## config.mk

```make
export PLATFORM = sky130hd
export DESIGN_NAME = uart_send_fifo_flat
export DESIGN_NICKNAME = d
export VERILOG_FILES = /design/src/rtl/uart_pkg.sv /design/src/rtl/uart_send_fifo_if.sv /design/src/rtl/uart_tx_fifo.sv /design/src/rtl/uart_send_fifo.sv /design/src/flat_wrapper.sv
export SDC_FILE = /design/constraint.sdc
export NUM_CORES = 1
export LEC_CHECK = 0
export ABC_AREA = 1
export BUFFER_PORTS_ARGS = -buffer_cell sky130_fd_sc_hd__buf_4
export CAP_MARGIN = 40
export CORE_MARGIN = 2
export CORE_UTILIZATION = 50
export CTS_CLUSTER_DIAMETER = 80
export CTS_CLUSTER_SIZE = 14
export DETAILED_ROUTE_END_ITERATION = 7
export PLACE_DENSITY = 0.71
export SETUP_SLACK_MARGIN = 0.05
export SYNTH_ARGS = -nofsm -noshare
export SYNTH_HDL_FRONTEND = slang
export SYNTH_SLANG_ARGS = --single-unit
```

## constraint.sdc

```tcl
create_clock -name sys_clk -period 3.3 [get_ports sys_clk]
set_input_delay 0.165 -clock sys_clk [delete_from_list [all_inputs] [get_ports sys_clk]]
set_output_delay 0.165 -clock sys_clk [all_outputs]
set_load 0.02 [all_outputs]
```

## src/rtl/uart_pkg.sv

```systemverilog
// Shared UART encodings: parity modes and transmit FSM states.
// Kept separate so the receiver can reuse the same encodings.
package uart_pkg;

  localparam int unsigned PARITY_NONE = 0;
  localparam int unsigned PARITY_ODD  = 1;
  localparam int unsigned PARITY_EVEN = 2;

  typedef enum logic [2:0] {
    StIdle,
    StStart,
    StData,
    StParity,
    StStop
  } tx_state_e;

  // xor_all is the XOR reduction of the data word.
  function automatic logic parity_bit(input logic xor_all, input int unsigned mode);
    return (mode == PARITY_ODD) ? ~xor_all : xor_all;
  endfunction

endpackage

```

## src/rtl/uart_send_fifo_if.sv

```systemverilog
// Four-phase req/ack push port of the UART send FIFO.
interface uart_send_fifo_if #(
  parameter int unsigned DATA_BITS = 8
);
  logic                 uart_send_req;
  logic                 uart_send_ack;
  logic [DATA_BITS-1:0] uart_data_in;

  modport master (output uart_send_req, output uart_data_in, input uart_send_ack);
  modport slave  (input uart_send_req, input uart_data_in, output uart_send_ack);
endinterface

```

## src/rtl/uart_tx_fifo.sv

```systemverilog
// Small synchronous FIFO; read data is the combinational head entry.
module uart_tx_fifo #(
  parameter int unsigned Width = 8,
  parameter int unsigned Depth = 4
) (
  input  logic                       sys_clk,
  input  logic                       sys_rst_n,
  input  logic                       push_i,
  input  logic [Width-1:0]           wdata_i,
  input  logic                       pop_i,
  output logic [Width-1:0]           rdata_o,
  output logic                       full_o,
  output logic                       empty_o,
  output logic [$clog2(Depth+1)-1:0] count_o
);
  localparam int unsigned PtrW = $clog2(Depth);
  localparam int unsigned CntW = $clog2(Depth + 1);

  logic [Width-1:0] mem_q [Depth];
  logic [PtrW-1:0]  wptr_q, wptr_d, rptr_q, rptr_d;
  logic [CntW-1:0]  cnt_q, cnt_d;
  logic             do_push, do_pop;

  assign full_o  = (cnt_q == CntW'(Depth));
  assign empty_o = (cnt_q == '0);
  assign count_o = cnt_q;
  assign rdata_o = mem_q[rptr_q];

  always_comb begin
    do_push = push_i & ~full_o;
    do_pop  = pop_i & ~empty_o;
    wptr_d  = do_push ? wptr_q + PtrW'(1) : wptr_q;
    rptr_d  = do_pop ? rptr_q + PtrW'(1) : rptr_q;
    cnt_d   = cnt_q;
    if (do_push && !do_pop) begin
      cnt_d = cnt_q + CntW'(1);
    end else if (!do_push && do_pop) begin
      cnt_d = cnt_q - CntW'(1);
    end
  end

  always_ff @(posedge sys_clk or negedge sys_rst_n) begin
    if (!sys_rst_n) begin
      wptr_q <= '0;
      rptr_q <= '0;
      cnt_q  <= '0;
    end else begin
      wptr_q <= wptr_d;
      rptr_q <= rptr_d;
      cnt_q  <= cnt_d;
    end
  end

  always_ff @(posedge sys_clk) begin
    if (do_push) begin
      mem_q[wptr_q] <= wdata_i;
    end
  end

endmodule

```

## src/rtl/uart_send_fifo.sv

```systemverilog
// UART transmitter fed by a small FIFO through a four-phase req/ack handshake.
// Frames are sent back-to-back while the FIFO holds data.
module uart_send_fifo
  import uart_pkg::*;
#(
  parameter int unsigned CLK_DIV    = 25,
  parameter int unsigned DATA_BITS  = 8,
  parameter int unsigned PARITY     = 0,
  parameter int unsigned STOP_BITS  = 1,
  parameter int unsigned FIFO_DEPTH = 4
) (
  input  logic             sys_clk,
  input  logic             sys_rst_n,
  uart_send_fifo_if.slave  send,
  output logic             uart_txd,
  output logic             tx_busy,
  output logic             fifo_full
);
  localparam int unsigned DivW = $clog2(CLK_DIV);
  localparam int unsigned BitW = $clog2(DATA_BITS + 1);
  localparam int unsigned CntW = $clog2(FIFO_DEPTH + 1);

  tx_state_e            state_q, state_d;
  logic [DivW-1:0]      div_q, div_d;
  logic [BitW-1:0]      bit_q, bit_d;
  logic [DATA_BITS-1:0] sh_q, sh_d;
  logic                 par_q, par_d;
  logic                 txd_q, txd_d;
  logic                 req_meta_q, req_s_q;
  logic                 ack_q, ack_d;
  logic                 push, pop, load, bit_end;
  logic                 fifo_empty;
  logic [DATA_BITS-1:0] fifo_rdata;
  logic [CntW-1:0]      fifo_count;

  uart_tx_fifo #(
    .Width (DATA_BITS),
    .Depth (FIFO_DEPTH)
  ) u_fifo (
    .sys_clk   (sys_clk),
    .sys_rst_n (sys_rst_n),
    .push_i    (push),
    .wdata_i   (send.uart_data_in),
    .pop_i     (pop),
    .rdata_o   (fifo_rdata),
    .full_o    (fifo_full),
    .empty_o   (fifo_empty),
    .count_o   (fifo_count)
  );

  // fifo_full is the pre-edge value, so a same-cycle pop never frees room for this push.
  assign push    = req_s_q & ~ack_q & ~fifo_full;
  assign bit_end = (div_q == DivW'(CLK_DIV - 1));

  always_comb begin
    ack_d = ack_q;
    if (push) begin
      ack_d = 1'b1;
    end else if (!req_s_q) begin
      ack_d = 1'b0;
    end
  end

  always_comb begin
    state_d = state_q;
    div_d   = div_q;
    bit_d   = bit_q;
    sh_d    = sh_q;
    par_d   = par_q;
    load    = 1'b0;
    if (state_q != StIdle) begin
      div_d = bit_end ? '0 : div_q + DivW'(1);
    end
    unique case (state_q)
      StIdle:  load = ~fifo_empty;
      StStart: if (bit_end) state_d = StData;
      StData: begin
        if (bit_end) begin
          if (bit_q == BitW'(DATA_BITS - 1)) begin
            bit_d   = '0;
            state_d = (PARITY != PARITY_NONE) ? StParity : StStop;
          end else begin
            bit_d = bit_q + BitW'(1);
            sh_d  = sh_q >> 1;
          end
        end
      end
      StParity: if (bit_end) state_d = StStop;
      StStop: begin
        if (bit_end) begin
          if (bit_q == BitW'(STOP_BITS - 1)) begin
            bit_d   = '0;
            load    = ~fifo_empty;
            state_d = StIdle;
          end else begin
            bit_d = bit_q + BitW'(1);
          end
        end
      end
      default: state_d = StIdle;
    endcase
    pop = load;
    if (load) begin
      state_d = StStart;
      div_d   = '0;
      sh_d    = fifo_rdata;
      par_d   = parity_bit(^fifo_rdata, PARITY);
    end
    // Line value tracks the next state so the popping edge already drives the start bit.
    unique case (state_d)
      StStart:  txd_d = 1'b0;
      StData:   txd_d = sh_d[0];
      StParity: txd_d = par_q;
      default:  txd_d = 1'b1;
    endcase
  end

  always_ff @(posedge sys_clk or negedge sys_rst_n) begin
    if (!sys_rst_n) begin
      state_q    <= StIdle;
      div_q      <= '0;
      bit_q      <= '0;
      sh_q       <= '0;
      par_q      <= 1'b0;
      txd_q      <= 1'b1;
      req_meta_q <= 1'b0;
      req_s_q    <= 1'b0;
      ack_q      <= 1'b0;
    end else begin
      state_q    <= state_d;
      div_q      <= div_d;
      bit_q      <= bit_d;
      sh_q       <= sh_d;
      par_q      <= par_d;
      txd_q      <= txd_d;
      req_meta_q <= send.uart_send_req;
      req_s_q    <= req_meta_q;
      ack_q      <= ack_d;
    end
  end

  assign uart_txd           = txd_q;
  assign send.uart_send_ack = ack_q;
  assign tx_busy            = (state_q != StIdle) | (fifo_count != '0);

endmodule
```

## src/flat_wrapper.sv

```systemverilog
// flat-port wrapper written by rule: the top's interface ports become plain ports
module uart_send_fifo_flat import uart_pkg::*;
#(
  parameter int unsigned CLK_DIV    = 25,
  parameter int unsigned DATA_BITS  = 8,
  parameter int unsigned PARITY     = 0,
  parameter int unsigned STOP_BITS  = 1,
  parameter int unsigned FIFO_DEPTH = 4
)
  (sys_clk, sys_rst_n, uart_txd, tx_busy, fifo_full, send_uart_send_req, send_uart_data_in, send_uart_send_ack);
  uart_send_fifo_if #(.DATA_BITS(DATA_BITS)) send_i ();
  input  logic sys_clk;
  input  logic sys_rst_n;
  output logic uart_txd;
  output logic tx_busy;
  output logic fifo_full;
  input wire logic [$bits(send_i.uart_send_req)-1:0] send_uart_send_req;
  input wire logic [$bits(send_i.uart_data_in)-1:0] send_uart_data_in;
  output wire logic [$bits(send_i.uart_send_ack)-1:0] send_uart_send_ack;
  assign send_i.uart_send_req = send_uart_send_req;
  assign send_i.uart_data_in = send_uart_data_in;
  assign send_uart_send_ack = send_i.uart_send_ack;
  uart_send_fifo #(.CLK_DIV(CLK_DIV), .DATA_BITS(DATA_BITS), .PARITY(PARITY), .STOP_BITS(STOP_BITS), .FIFO_DEPTH(FIFO_DEPTH)) u_core (.sys_clk(sys_clk), .sys_rst_n(sys_rst_n), .send(send_i), .uart_txd(uart_txd), .tx_busy(tx_busy), .fifo_full(fifo_full));
endmodule
```

==> metrics.txt <==
wire length per cell 12.5 um; Async S/R FF share, synth 50.0%; DRT iter0 DRCs about 130; worst clock skew 11.5 ps; core box area around 6000 sq um; number of port buffers 14; Max Slew Vio Count 0; Startpoint Class flip-flop; clk_lat worst skew 340 ps; CTS Sinks 64; Num CTS Buffers 9; worst-case clock buffer depth 2; total power approximately 3 mW; most area-consuming cells after synthesis edfxtp_1 (31%), dfrtp_1 (25%), nand2_1 (14%); CTS tree done; Cell variety after synth 37; pre-CTS setup slack just under 1000 ps; Post-Synthesis Cells 335; Worst Hold Class in2reg; share of cells above drive strength 1 between 10% and 20%; Chip Width about 83 um; CP max FO 19; clk root buf clkbuf_8; filler cell count 508; via count about 2,200; sequential share of the synthesized area 56.2%; actual slew at the worst max-slew pin 834 ps; Clock H-tree levels 3; overall routing resource usage between 15 and 20%; final hold vios 0; syn avg cell area 9.37 sq um; synthesized net count 356; # DRC 0; Final setup viols 0; Total Negative Setup Slacks 0 ps; Slew HR 44.2%; post-CTS setup buffer count 0; Antenna Violating Nets Remaining 0; post-synthesis sequential element count 64; Pleak 1.65 nW; n_diodes 0; fin nets 378; final WL ~5500 um; total gr overflow 0; GP Congestion 0.776; Req. time, crit path 3520 ps; RSZ-0062 raised after global routing no; number of global-route vias before repair 2,220; critical path class reg2reg; Detailed Routing Iterations Pass 1 4; critical path endpoint category flip-flop; area of the mapped netlist 3140 sq um; fmax 425 MHz; Tmin final between 2000 and 2500 ps; site row count 28; Top-Level Pins 15; Clock Pin Slew Worst Setup and Hold Paths 70 ps; Final WS setup 944 ps; initial antenna violation count 0; vias per cell roughly 5; post-synth top area share 30.6%; number of enable flip-flop cells after synthesis 32; Worst Path Arrival approximately 2600 ps; most common cell in the synthesized netlist nand2_1; Syn-to-layout area delta 11.5%; pin count of the biggest net entering global routing 33; initial core utilization 52.4%; warnings from Yosys 0; first-pass GRT wire length around 9800 um; die height 83.2 um; outcome finished clean; hold slack 19.0 ps; fin crit share 71.4%; peak supply drop 0.470 mV; leading area contributor after synthesis edfxtp_1; maxcap violations 0; P per Cell Area 860 nW/um^2; die area between 6000 and 7000 sq um; Post-synth top flop edfxtp_1; Post-synth top cells nand2_1 (116), inv_1 (33), edfxtp_1 (32), dfrtp_1 (31), nand3_1 (24); post-DP HPWL 3800 um
[cells by family after synthesis]
logic type / Yosys count / synth area share (%)
DFF: 64 / 56.2
and+or+nand+nor: 174 / 23.8
adders and majority gates: 10 / 4.23
xor gates and xnor gates: 6 / 1.67
muxes: 1 / 0.359
buffers and inverters: 47 / 6.94
AOI/OAI and AO/OA: 33 / 6.78
[per-layer routing]
| metal | GRT usage, % | vias up | wire length (um) |
|---|---|---|---|
| met5 | 0 | - | 0 |
| met1 | 21.6 | 1017 | 2550 |
| met2 | 29.8 | 24 | 2640 |
| li1 | - | 1141 | - |
| met3 | 3.78 | 11 | 155 |
| met4 | 9.39 | 0 | 127 |
[through the flow]
step	utilization, %	instance area, sq um	cells
after floorplan	-	3140	335
after global placement	54.8	3290	419
after detailed placement	54.8	3290	419
after CTS	58.4	3500	437
after global routing	58.4	3500	437
final	58.4	3500	437
[worst max-delay path: stages, from the launching register on]
cell and delay [ps]:
dfrtp_1 420, inv_1 70, ha_1 150, nand4_2 180
o21ai_2 230, nand2_4 170, ha_1 250, inv_1 90
fa_1 410, mux2_2 260
[what timing repair did]
item / 4_1_cts / 5_1_grt
gates resized for setup: 0 / 0
hold endpoints to repair: 32 / 0
hold buffers: 2 / 0
[state kept, by name (all words and copies together) (netlist names)]
name,flops
u_core.u_fifo.count_o,3
u_core.send.uart_send_ack,1
u_core.u_fifo.wptr_q,2
u_core.u_fifo.rptr_q,2
u_core.uart_txd,1
u_core.sh_q,8
u_core.bit_q,4
u_core.u_fifo.mem_q,32
u_core.state_q,3
u_core.req_s_q,1
u_core.par_q,1
u_core.req_meta_q,1
u_core.div_q,5
[placed cells by master (no fill, tap or decap)]
master         netlist  layout
fa_1                 1       1
a22oi_1              1       1
ha_1                 9       9
nand4_2              1       1
buf_4                0      15
xor2_1               5       5
inv_6                1       1
nor3b_2              1       1
nand3_2              1       1
clkbuf_1             0       1
mux2_2               1       1
clkinv_2             0       1
o22ai_1              1       1
nand3b_1             1       1
o211ai_1             1       1
nor3_1               6       6
inv_1               33      33
clkbuf_8             0      13
o2111ai_1            1       1
inv_2                7       7
dfstp_2              1       1
or2_1                1       1
o21ai_0              7       7
o21ai_1              3       3
nand3_1             24      24
a21oi_2              1       1
edfxtp_1            32      32
a21oi_1              9       9
dlygate4sd3_1        0       2
o32ai_1              2       2
nand2_4              1       1
nand4_1              1       1
nand2_2              7       7
nand2_1            116     116
dfrtp_1             31      31
o221ai_1             5       5
inv_4                0       1
xnor2_1              1       1
nor2_1              14      14
o21ai_2              2       2
[worst paths after layout]
check	from	to	slack, ps	cells past startpoint
worst min register to register	u_core.req_meta_q	u_core.req_s_q	350	0
max in group asynchronous	sys_rst_n	u_core.uart_txd	2690	2
worst min-delay path	send_uart_data_in[6]	u_core.u_fifo.mem_q[2][6]	20	1
min in group asynchronous	sys_rst_n	u_core.div_q[4]	290	2
worst max-delay path	u_core.div_q[0]	u_core.u_fifo.count_o[1]	940	9
worst max register to register	u_core.div_q[0]	u_core.u_fifo.count_o[1]	940	9
[report_power, final]
group / internal [mW] / switching [mW]
Combinational: 0.420 / 0.716
Sequential: 1.05 / 0.183
Clock: 0.354 / 0.286
[cell type report]
cell class	count	area, sq um	area share (%)
Multi-Input combinational cell	224	1160	33.1
Tap cell	75	93.8	2.68
Clock buffer	14	183	5.22
Timing Repair Buffer	17	133	3.79
Clock inverter	2	11.3	0.322
Inverter	41	159	4.54
Sequential cell	64	1760	50.4
Note: power is estimated with default switching activity, not from simulation.
